`config.mk`:
```
export PLATFORM = sky130hd
export DESIGN_NAME = fma16_mul_seq
export DESIGN_NICKNAME = d
export VERILOG_FILES = /design/src/rtl/fma16_mul_seq.sv
export SDC_FILE = /design/constraint.sdc
export NUM_CORES = 1
export LEC_CHECK = 0
export ABC_AREA = 1
export ABC_CLOCK_PERIOD_IN_PS = 6000
export BUFFER_PORTS_ARGS = -buffer_cell sky130_fd_sc_hd__buf_2
export CORE_MARGIN = 2
export CORE_UTILIZATION = 34
export DETAILED_ROUTE_END_ITERATION = 7
export SYNTH_ARGS = -nofsm -noshare
export SYNTH_HDL_FRONTEND = slang
export SYNTH_SLANG_ARGS = --single-unit
```
`constraint.sdc`:
```
create_clock -name clk -period 6 [get_ports clk]
set_input_delay 0.6 -clock clk [delete_from_list [all_inputs] [get_ports clk]]
set_output_delay 0.6 -clock clk [all_outputs]
set_load 0.1 [all_outputs]
```
`src/rtl/fma16_mul_seq.sv`:
```
// fma16_mul_seq: sequential fp16 significand multiplier front end for the FMA16 datapath.
// Computes sign, biased exponent sum, raw 22-bit significand product (radix-2
// shift-and-add, one partial product per cycle) and product class flags.
// Optional feature macro: FMA16_MUL_BYPASS_EN -- when defined, operations whose
// operands are zero/inf/nan skip the iterations and finish one cycle after start.
module fma16_mul_seq #(
  parameter int BIAS = 15
) (
  input  logic        clk,
  input  logic        reset,
  input  logic        start,
  input  logic        Xs,
  input  logic        Ys,
  input  logic [4:0]  Xe,
  input  logic [4:0]  Ye,
  input  logic [10:0] Xm,
  input  logic [10:0] Ym,
  input  logic        Xzero,
  input  logic        Yzero,
  input  logic        Xinf,
  input  logic        Yinf,
  input  logic        Xnan,
  input  logic        Ynan,
  input  logic        Xsnan,
  input  logic        Ysnan,
  output logic        busy,
  output logic        done,
  output logic        Ps,
  output logic [6:0]  Pe,
  output logic [21:0] Pm,
  output logic        Pzero,
  output logic        Pinf,
  output logic        Pnan,
  output logic        Pinvalid
);

  typedef enum logic [1:0] {
    IDLE = 2'd0,
    MUL  = 2'd1,
    DONE = 2'd2
  } state_t;

  localparam logic [3:0] LAST_ITER = 4'd10;

  state_t      state_q;
  logic [3:0]  cnt_q;
  logic [21:0] acc_q;

  // Operand copies taken at acceptance so later input changes cannot disturb the operation
  logic        xs_q, ys_q;
  logic [4:0]  xe_q, ye_q;
  logic [10:0] xm_q, ym_q;
  logic        xzero_q, yzero_q, xinf_q, yinf_q;
  logic        xnan_q, ynan_q, xsnan_q, ysnan_q;

  // Registered outputs
  logic        busy_q, done_q, ps_q;
  logic [6:0]  pe_q;
  logic [21:0] pm_q;
  logic        pzero_q, pinf_q, pnan_q, pinvalid_q;

  // Result terms and next accumulator value
  logic        src_xs, src_ys;
  logic [4:0]  src_xe, src_ye;
  logic        src_xzero, src_yzero, src_xinf, src_yinf;
  logic        src_xnan, src_ynan, src_xsnan, src_ysnan;
  logic        ps_d;
  logic [6:0]  pe_d;
  logic        pnan_d, pinvalid_d, pinf_d, pzero_d;
  logic [21:0] addend;
  logic [21:0] acc_d;
`ifdef FMA16_MUL_BYPASS_EN
  logic        special_in;
`endif

  // Sign/exponent/flag terms come from the live inputs while idle (bypass finishes
  // at the accept edge) and from the captured operands once an operation is in flight;
  // the accumulator adds Xm<<k when bit k of Ym is set.
  always_comb begin
    src_xs    = xs_q;
    src_ys    = ys_q;
    src_xe    = xe_q;
    src_ye    = ye_q;
    src_xzero = xzero_q;
    src_yzero = yzero_q;
    src_xinf  = xinf_q;
    src_yinf  = yinf_q;
    src_xnan  = xnan_q;
    src_ynan  = ynan_q;
    src_xsnan = xsnan_q;
    src_ysnan = ysnan_q;
    if (state_q == IDLE) begin
      src_xs    = Xs;
      src_ys    = Ys;
      src_xe    = Xe;
      src_ye    = Ye;
      src_xzero = Xzero;
      src_yzero = Yzero;
      src_xinf  = Xinf;
      src_yinf  = Yinf;
      src_xnan  = Xnan;
      src_ynan  = Ynan;
      src_xsnan = Xsnan;
      src_ysnan = Ysnan;
    end

    ps_d       = src_xs ^ src_ys;
    pe_d       = {2'b00, src_xe} + {2'b00, src_ye} - 7'(BIAS);
    pnan_d     = src_xnan | src_ynan | (src_xzero & src_yinf) | (src_xinf & src_yzero);
    pinvalid_d = src_xsnan | src_ysnan | (src_xzero & src_yinf) | (src_xinf & src_yzero);
    pinf_d     = (src_xinf | src_yinf) & ~pnan_d;
    pzero_d    = (src_xzero | src_yzero) & ~pnan_d;

    addend = '0;
    if (ym_q[cnt_q]) begin
      addend = {11'd0, xm_q} << cnt_q;
    end
    acc_d = acc_q + addend;
`ifdef FMA16_MUL_BYPASS_EN
    special_in = Xzero | Yzero | Xinf | Yinf | Xnan | Ynan;
`endif
  end

  // Control FSM: accept in IDLE, iterate 11 partial products in MUL, pulse done in DONE
  always_ff @(posedge clk or posedge reset) begin
    if (reset) begin
      state_q    <= IDLE;
      cnt_q      <= '0;
      acc_q      <= '0;
      xs_q       <= 1'b0;
      ys_q       <= 1'b0;
      xe_q       <= '0;
      ye_q       <= '0;
      xm_q       <= '0;
      ym_q       <= '0;
      xzero_q    <= 1'b0;
      yzero_q    <= 1'b0;
      xinf_q     <= 1'b0;
      yinf_q     <= 1'b0;
      xnan_q     <= 1'b0;
      ynan_q     <= 1'b0;
      xsnan_q    <= 1'b0;
      ysnan_q    <= 1'b0;
      busy_q     <= 1'b0;
      done_q     <= 1'b0;
      ps_q       <= 1'b0;
      pe_q       <= '0;
      pm_q       <= '0;
      pzero_q    <= 1'b0;
      pinf_q     <= 1'b0;
      pnan_q     <= 1'b0;
      pinvalid_q <= 1'b0;
    end else begin
      case (state_q)
        IDLE: begin
          if (start) begin
            xs_q    <= Xs;
            ys_q    <= Ys;
            xe_q    <= Xe;
            ye_q    <= Ye;
            xm_q    <= Xm;
            ym_q    <= Ym;
            xzero_q <= Xzero;
            yzero_q <= Yzero;
            xinf_q  <= Xinf;
            yinf_q  <= Yinf;
            xnan_q  <= Xnan;
            ynan_q  <= Ynan;
            xsnan_q <= Xsnan;
            ysnan_q <= Ysnan;
            acc_q   <= '0;
            cnt_q   <= '0;
            busy_q  <= 1'b1;
`ifdef FMA16_MUL_BYPASS_EN
            if (special_in) begin
              state_q    <= DONE;
              done_q     <= 1'b1;
              ps_q       <= ps_d;
              pe_q       <= pe_d;
              pm_q       <= '0;
              pzero_q    <= pzero_d;
              pinf_q     <= pinf_d;
              pnan_q     <= pnan_d;
              pinvalid_q <= pinvalid_d;
            end else begin
              state_q <= MUL;
            end
`else
            state_q <= MUL;
`endif
          end
        end
        MUL: begin
          acc_q <= acc_d;
          if (cnt_q == LAST_ITER) begin
            state_q    <= DONE;
            done_q     <= 1'b1;
            ps_q       <= ps_d;
            pe_q       <= pe_d;
            pm_q       <= acc_d;
            pzero_q    <= pzero_d;
            pinf_q     <= pinf_d;
            pnan_q     <= pnan_d;
            pinvalid_q <= pinvalid_d;
          end else begin
            cnt_q <= cnt_q + 4'd1;
          end
        end
        DONE: begin
          state_q <= IDLE;
          done_q  <= 1'b0;
          busy_q  <= 1'b0;
        end
        default: begin
          state_q <= IDLE;
          done_q  <= 1'b0;
          busy_q  <= 1'b0;
        end
      endcase
    end
  end

  assign busy     = busy_q;
  assign done     = done_q;
  assign Ps       = ps_q;
  assign Pe       = pe_q;
  assign Pm       = pm_q;
  assign Pzero    = pzero_q;
  assign Pinf     = pinf_q;
  assign Pnan     = pnan_q;
  assign Pinvalid = pinvalid_q;

endmodule

```
* Word-level counts from Yosys, hierarchy flattened
Cells that the tools add are included.
Storage, ports and cells: register bits 106, bits in latches 0, bits in writable memories 0, memory bits (read-only) 0, bits of input ports 45, memories kept 0
Cells by class: add/sub/neg operators 4, multipliers 0, div/mod/pow operators 0, order comparisons 1, eq/ne operators 5, shift-type cells 1, multiplexer cells 27, bitwise logic cells 16, reduce and logical (&&, ||, !) cells 9
Operator list (count):
- two-way mux 22 bit | 2
- one-hot mux 22 bit (2 select lines) | 1
- adder 22 bit | 1
- left shift 11 x 4 -> 22 bit | 1
- two-way mux 1 bit | 13
- AND reduction 2 bit | 6
- two-way mux 5 bit | 2
- two-way mux 4 bit | 2
- bitwise OR 1 bit | 8
- one-hot mux 4 bit (2 select lines) | 1
- subtractor 6 x 4 -> 7 bit, second input constant | 1
- adder 5 x 5 -> 6 bit | 1
- != test 2 bit, second input constant | 3
- less-than comparator 4 x 5 -> 1 bit, second input constant | 1
- adder 4 x 1 -> 4 bit, second input constant | 1
- bitwise AND 1 bit | 4
- binary-select mux 1 bit (select 4 bit) | 1
- == test 4 bit, second input constant | 1
- two-way mux 2 bit | 2
- one-hot mux 1 bit (2 select lines) | 2
- one-hot mux 2 bit (2 select lines) | 1
- NOT 1 bit | 3
- AND reduction 3 bit | 1
- == test 2 x 1 -> 1 bit, second input constant | 1
- 3 further kinds | 3

* Logic depth before layout (Yosys ltp)
depth in word-level cells 7, gate-level depth with buffers 23

* Worst setup path before layout
OpenSTA, ideal clock, no wires.
path kind reg2reg, from reg cnt_q[0], to reg pm_q[10], in the netlist Pm[10], library setup time 120 ps, arrival 2420 ps, required time 5880 ps, setup slack 3460 ps, stages on the path, launching flop included 22, clock period less this slack 2540 ps, cells stage by stage dfrtp_1 > buf_4 > nor2_1 > nor2_1 > o21ai_1 > nand2_1 > nand2_1 > o21ai_2 > nand2_2 > nor3_1 > ha_1 > fa_1 > nand2_1 > inv_1 > nand2_1 > nand3_1 > nand2_1 > nand2_1 > nand2_1 > nand3b_1 > nand3_1 > nand2_1
On the way: longest elaborated chain between the ends 4, elaborated cells between the ends (all ways) 7, classes of those cells add/sub (1); eq/ne (1); shift (1); mux (3); reduce/logical (1)
RTL lines:
- start, declared | line 46 | logic [3:0] cnt_q;
- start signal, assigned | line 206 | cnt_q <= cnt_q + 4'd1;
- binary-select mux 1 bit (select 4 bit) | line 115 | if (ym_q[cnt_q]) begin
- two-way mux 1 bit (not written as such) | line 115
- two-way mux 22 bit | line 115
- adder 22 bit | line 118 | acc_d = acc_q + addend;
- end signal, assigned | line 148 | pm_q <= '0;
- end signal, assigned | line 200 | pm_q <= acc_d;
- end, declared | line 59 | logic [21:0] pm_q;
Several ways; a longest one is shown, not always the timed one. The select of a mux whose other input is x is not followed. A chain may end at the register's enable or synchronous reset.

* Worst setup path in the final report
from reg cnt_q[0], to reg pm_q[14], in the netlist Pm[14]
The elaborated chain is that of the path after synthesis.

==> impl_metrics.yaml <==
sta:
  rsz0062_at_grt: "false"
  final-max-slew-violation-count: 0
  tightestPinTransition_ns: 1.05
  hold_viol_final: 0
  clock.fmax_ghz: 0.271
  relSlewSlack_pct: 30.2
  min_period_ns: 3.69
  fin_crit_sh_pct: 61.5
  fin_tns_setup_ns: 0
  finalSetupViolCount: 0
  finClkSkew_ns: 0.00839
run:
  drv_cap: 0
min_path:
  hold_path.class: "in2async"
yosys:
  synth_seq_cells: 106
  async_flop_share_pct: 100
  yosys-top-cells-count: "nand2_1 (427), dfrtp_1 (106), inv_1 (97), nand3_1 (55), nor2_1 (47)"
  yosys-top-cells-area: "dfrtp_1 (40%), nand2_1 (24%), ha_1 (6.0%), inv_1 (5.5%), nand3_1 (4.2%)"
  ys_warn_count: 0
  synth_edf_count: 0
  seq_area_frac_synth_pct: 40.0
  synth_most_common_cell: "nand2_1"
  synthCells: 954
  synth_area_mm2: 0.00662
  synth.avg_cell_area_um2: 6.94
  syn-num-nets: 1033
  yosysTopAreaCellShare_pct: 40.0
  synth_flop_cell: "dfrtp_1"
  ys_types: 35
  synth_area_leader_cell: "dfrtp_1"
critical_path:
  arrival_ns: 3.94
  crit_required_ns: 6.25
  endpoint_kind: "register"
  worstSetupPathType: "reg2reg"
  cp-start-kind: "register"
  cp_max_fo: 23
  rrSetupSlack_ns: 2.31
placement:
  dp_hpwl_um: 12700
  place_area_mm2: 0.00719
  finalWeightedCongestion: 0.917
  io_buffers: 80
detailed_routing:
  via_per_inst: 4.61
  wl_per_cell_um: 13.2
  first_pass_iters: 5
  dr.first_iter.drc_count: 441
  drc: 0
  postRouteAntennaNets: 0
  wl_um: 16900
  via_count: 5921
cts:
  cts_tree: "yes"
  clk_pin_slew_ns: 0.08
  clkSinkCount: 106
  hold_buffers: 0
  clk_latency_ns: 0.36
  cts_max_path_buffers: 2
  cts_setup_buffers: 0
  cts_made_buffers: 9
  post_cts_resized: 0
  htreeDepth: 3
  root_buffer: "clkbuf_16"
floorplan:
  die_w_um: 144
  start_util_pct: 34.4
  die_y_um: 144
  pin_count: 81
  die_area_mm2: 0.0206
  fp-row-count: 51
  fp.coreArea_mm2: 0.0193
layout:
  diodes: 0
  drive_above_1_share_pct: 11.9
  fillers: 2153
  multi_input_area_mm2: 0.00341
  final-seq-area_mm2: 0.00265
  finalInstanceArea_mm2: 0.00748
  num-nets-final: 1092
  area_growth_pct: 13.0
global_routing:
  overflow: 0
  grt_max_degree: 77
  first_global_vias: 5618
  track_usage_pct: 17.4
  antenna_found_initial: 1
  grt_pass1_wl_um: 28300
status:
  status: "finished, final reports clean"
==> critical path, stage by stage, from the launching register on <==
cell      delay (ns)
dfrtp_1         0.77
inv_2           0.27
o21ai_1         0.20
nand2_1         0.07
nand2_1         0.07
o21ai_2         0.07
nand2_2         0.31
nor3_1          0.10
ha_1            0.26
fa_1            0.43
nand2_1         0.09
inv_1           0.05
nand2_1         0.05
nand3_1         0.25
nand2_1         0.13
nand2_1         0.10
nand2_1         0.10
nand3b_1        0.10
nand3_1         0.09
nand2_1         0.05
==> final timing paths <==
path                                      startpoint             endpoint  cells after the start
worst min register to register     Pe[1]$_DFFE_PP0P_    Pe[1]$_DFFE_PP0P_                      2
worst min-delay path                           reset   Pm[21]$_DFFE_PP0P_                      2
max in group asynchronous                      reset  xm_q[3]$_DFFE_PP0P_                      3
worst max register to register  cnt_q[0]$_DFFE_PP0P_   Pm[14]$_DFFE_PP0P_                     19
min in group clk                               Ym[2]  ym_q[2]$_DFFE_PP0P_                      3
worst max-delay path            cnt_q[0]$_DFFE_PP0P_   Pm[14]$_DFFE_PP0P_                     19
==> per-stage QoR <==
stage / setup WS, ns / hold WS, ns / util (%) / std cells
2_1_floorplan: 2.61 / 0.444 / - / 954
3_3_place_gp: 2.49 / 0.452 / 37.3 / 1267
3_5_place_dp: 2.36 / 0.456 / 37.3 / 1267
4_1_cts: 2.33 / 0.250 / 38.8 / 1283
5_1_grt: 1.87 / 0.269 / 38.8 / 1283
6_report: 2.31 / 0.228 / 38.8 / 1283
==> layout make-up <==
cell class                 count  share of cell area [%]
multi-input combinational    711                    45.5
sequential                   106                    35.5
timing repair buffer          82                    5.55
inverter                     103                    5.20
tap                          265                    4.43
clock buffer                  11                    3.24
clock inverter                 5                   0.602
==> metal layers <==
metal  up-vias  track usage [%]  wire, µm
li1       3121                -         -
met1      2655             24.4      8280
met2       121             27.6      7540
met3        24             2.53       698
met4         0             6.09       375
met5         -                0         0
==> placed cells by master (no fill, tap or decap), types with 3 or more instances in the layout <==
cell         n
buf_2       80
a21oi_1     13
nor2_2       9
nand4_1      9
nor2_1      46
nand2_1    427
clkbuf_16    9
inv_2        6
nand3_1     55
nor3_1       7
a22o_1       6
nand3b_1     9
ha_1        32
dfrtp_1    106
o21ai_0     45
inv_6        3
o21ai_1     23
o22ai_2      4
xnor2_1      3
inv_1       96
xor2_1       6
==> logic make-up after synthesis <==
family          Yosys count  synth area share, %
simple gates            570                 35.1
mux                       1                0.151
xor+xnor                  9                 1.19
fa+ha+maj                34                 6.65
compound gates           97                 8.31
buf+inv                 137                 8.58
flops                   106                 40.0
==> flip-flops by register name, indices dropped and copies added, names as in the netlist, 2 cells and up <==
| register | cells |
|---|---|
| cnt_q | 4 |
| xm_q | 11 |
| xe_q | 5 |
| ye_q | 5 |
| ym_q | 11 |
| Pe | 7 |
| state_q | 2 |
| Pm | 22 |
| acc_q | 22 |
Power is left out: the tool's default activity adds up to more than one toggle a clock period on the data nets, which glitch-free logic cannot reach.
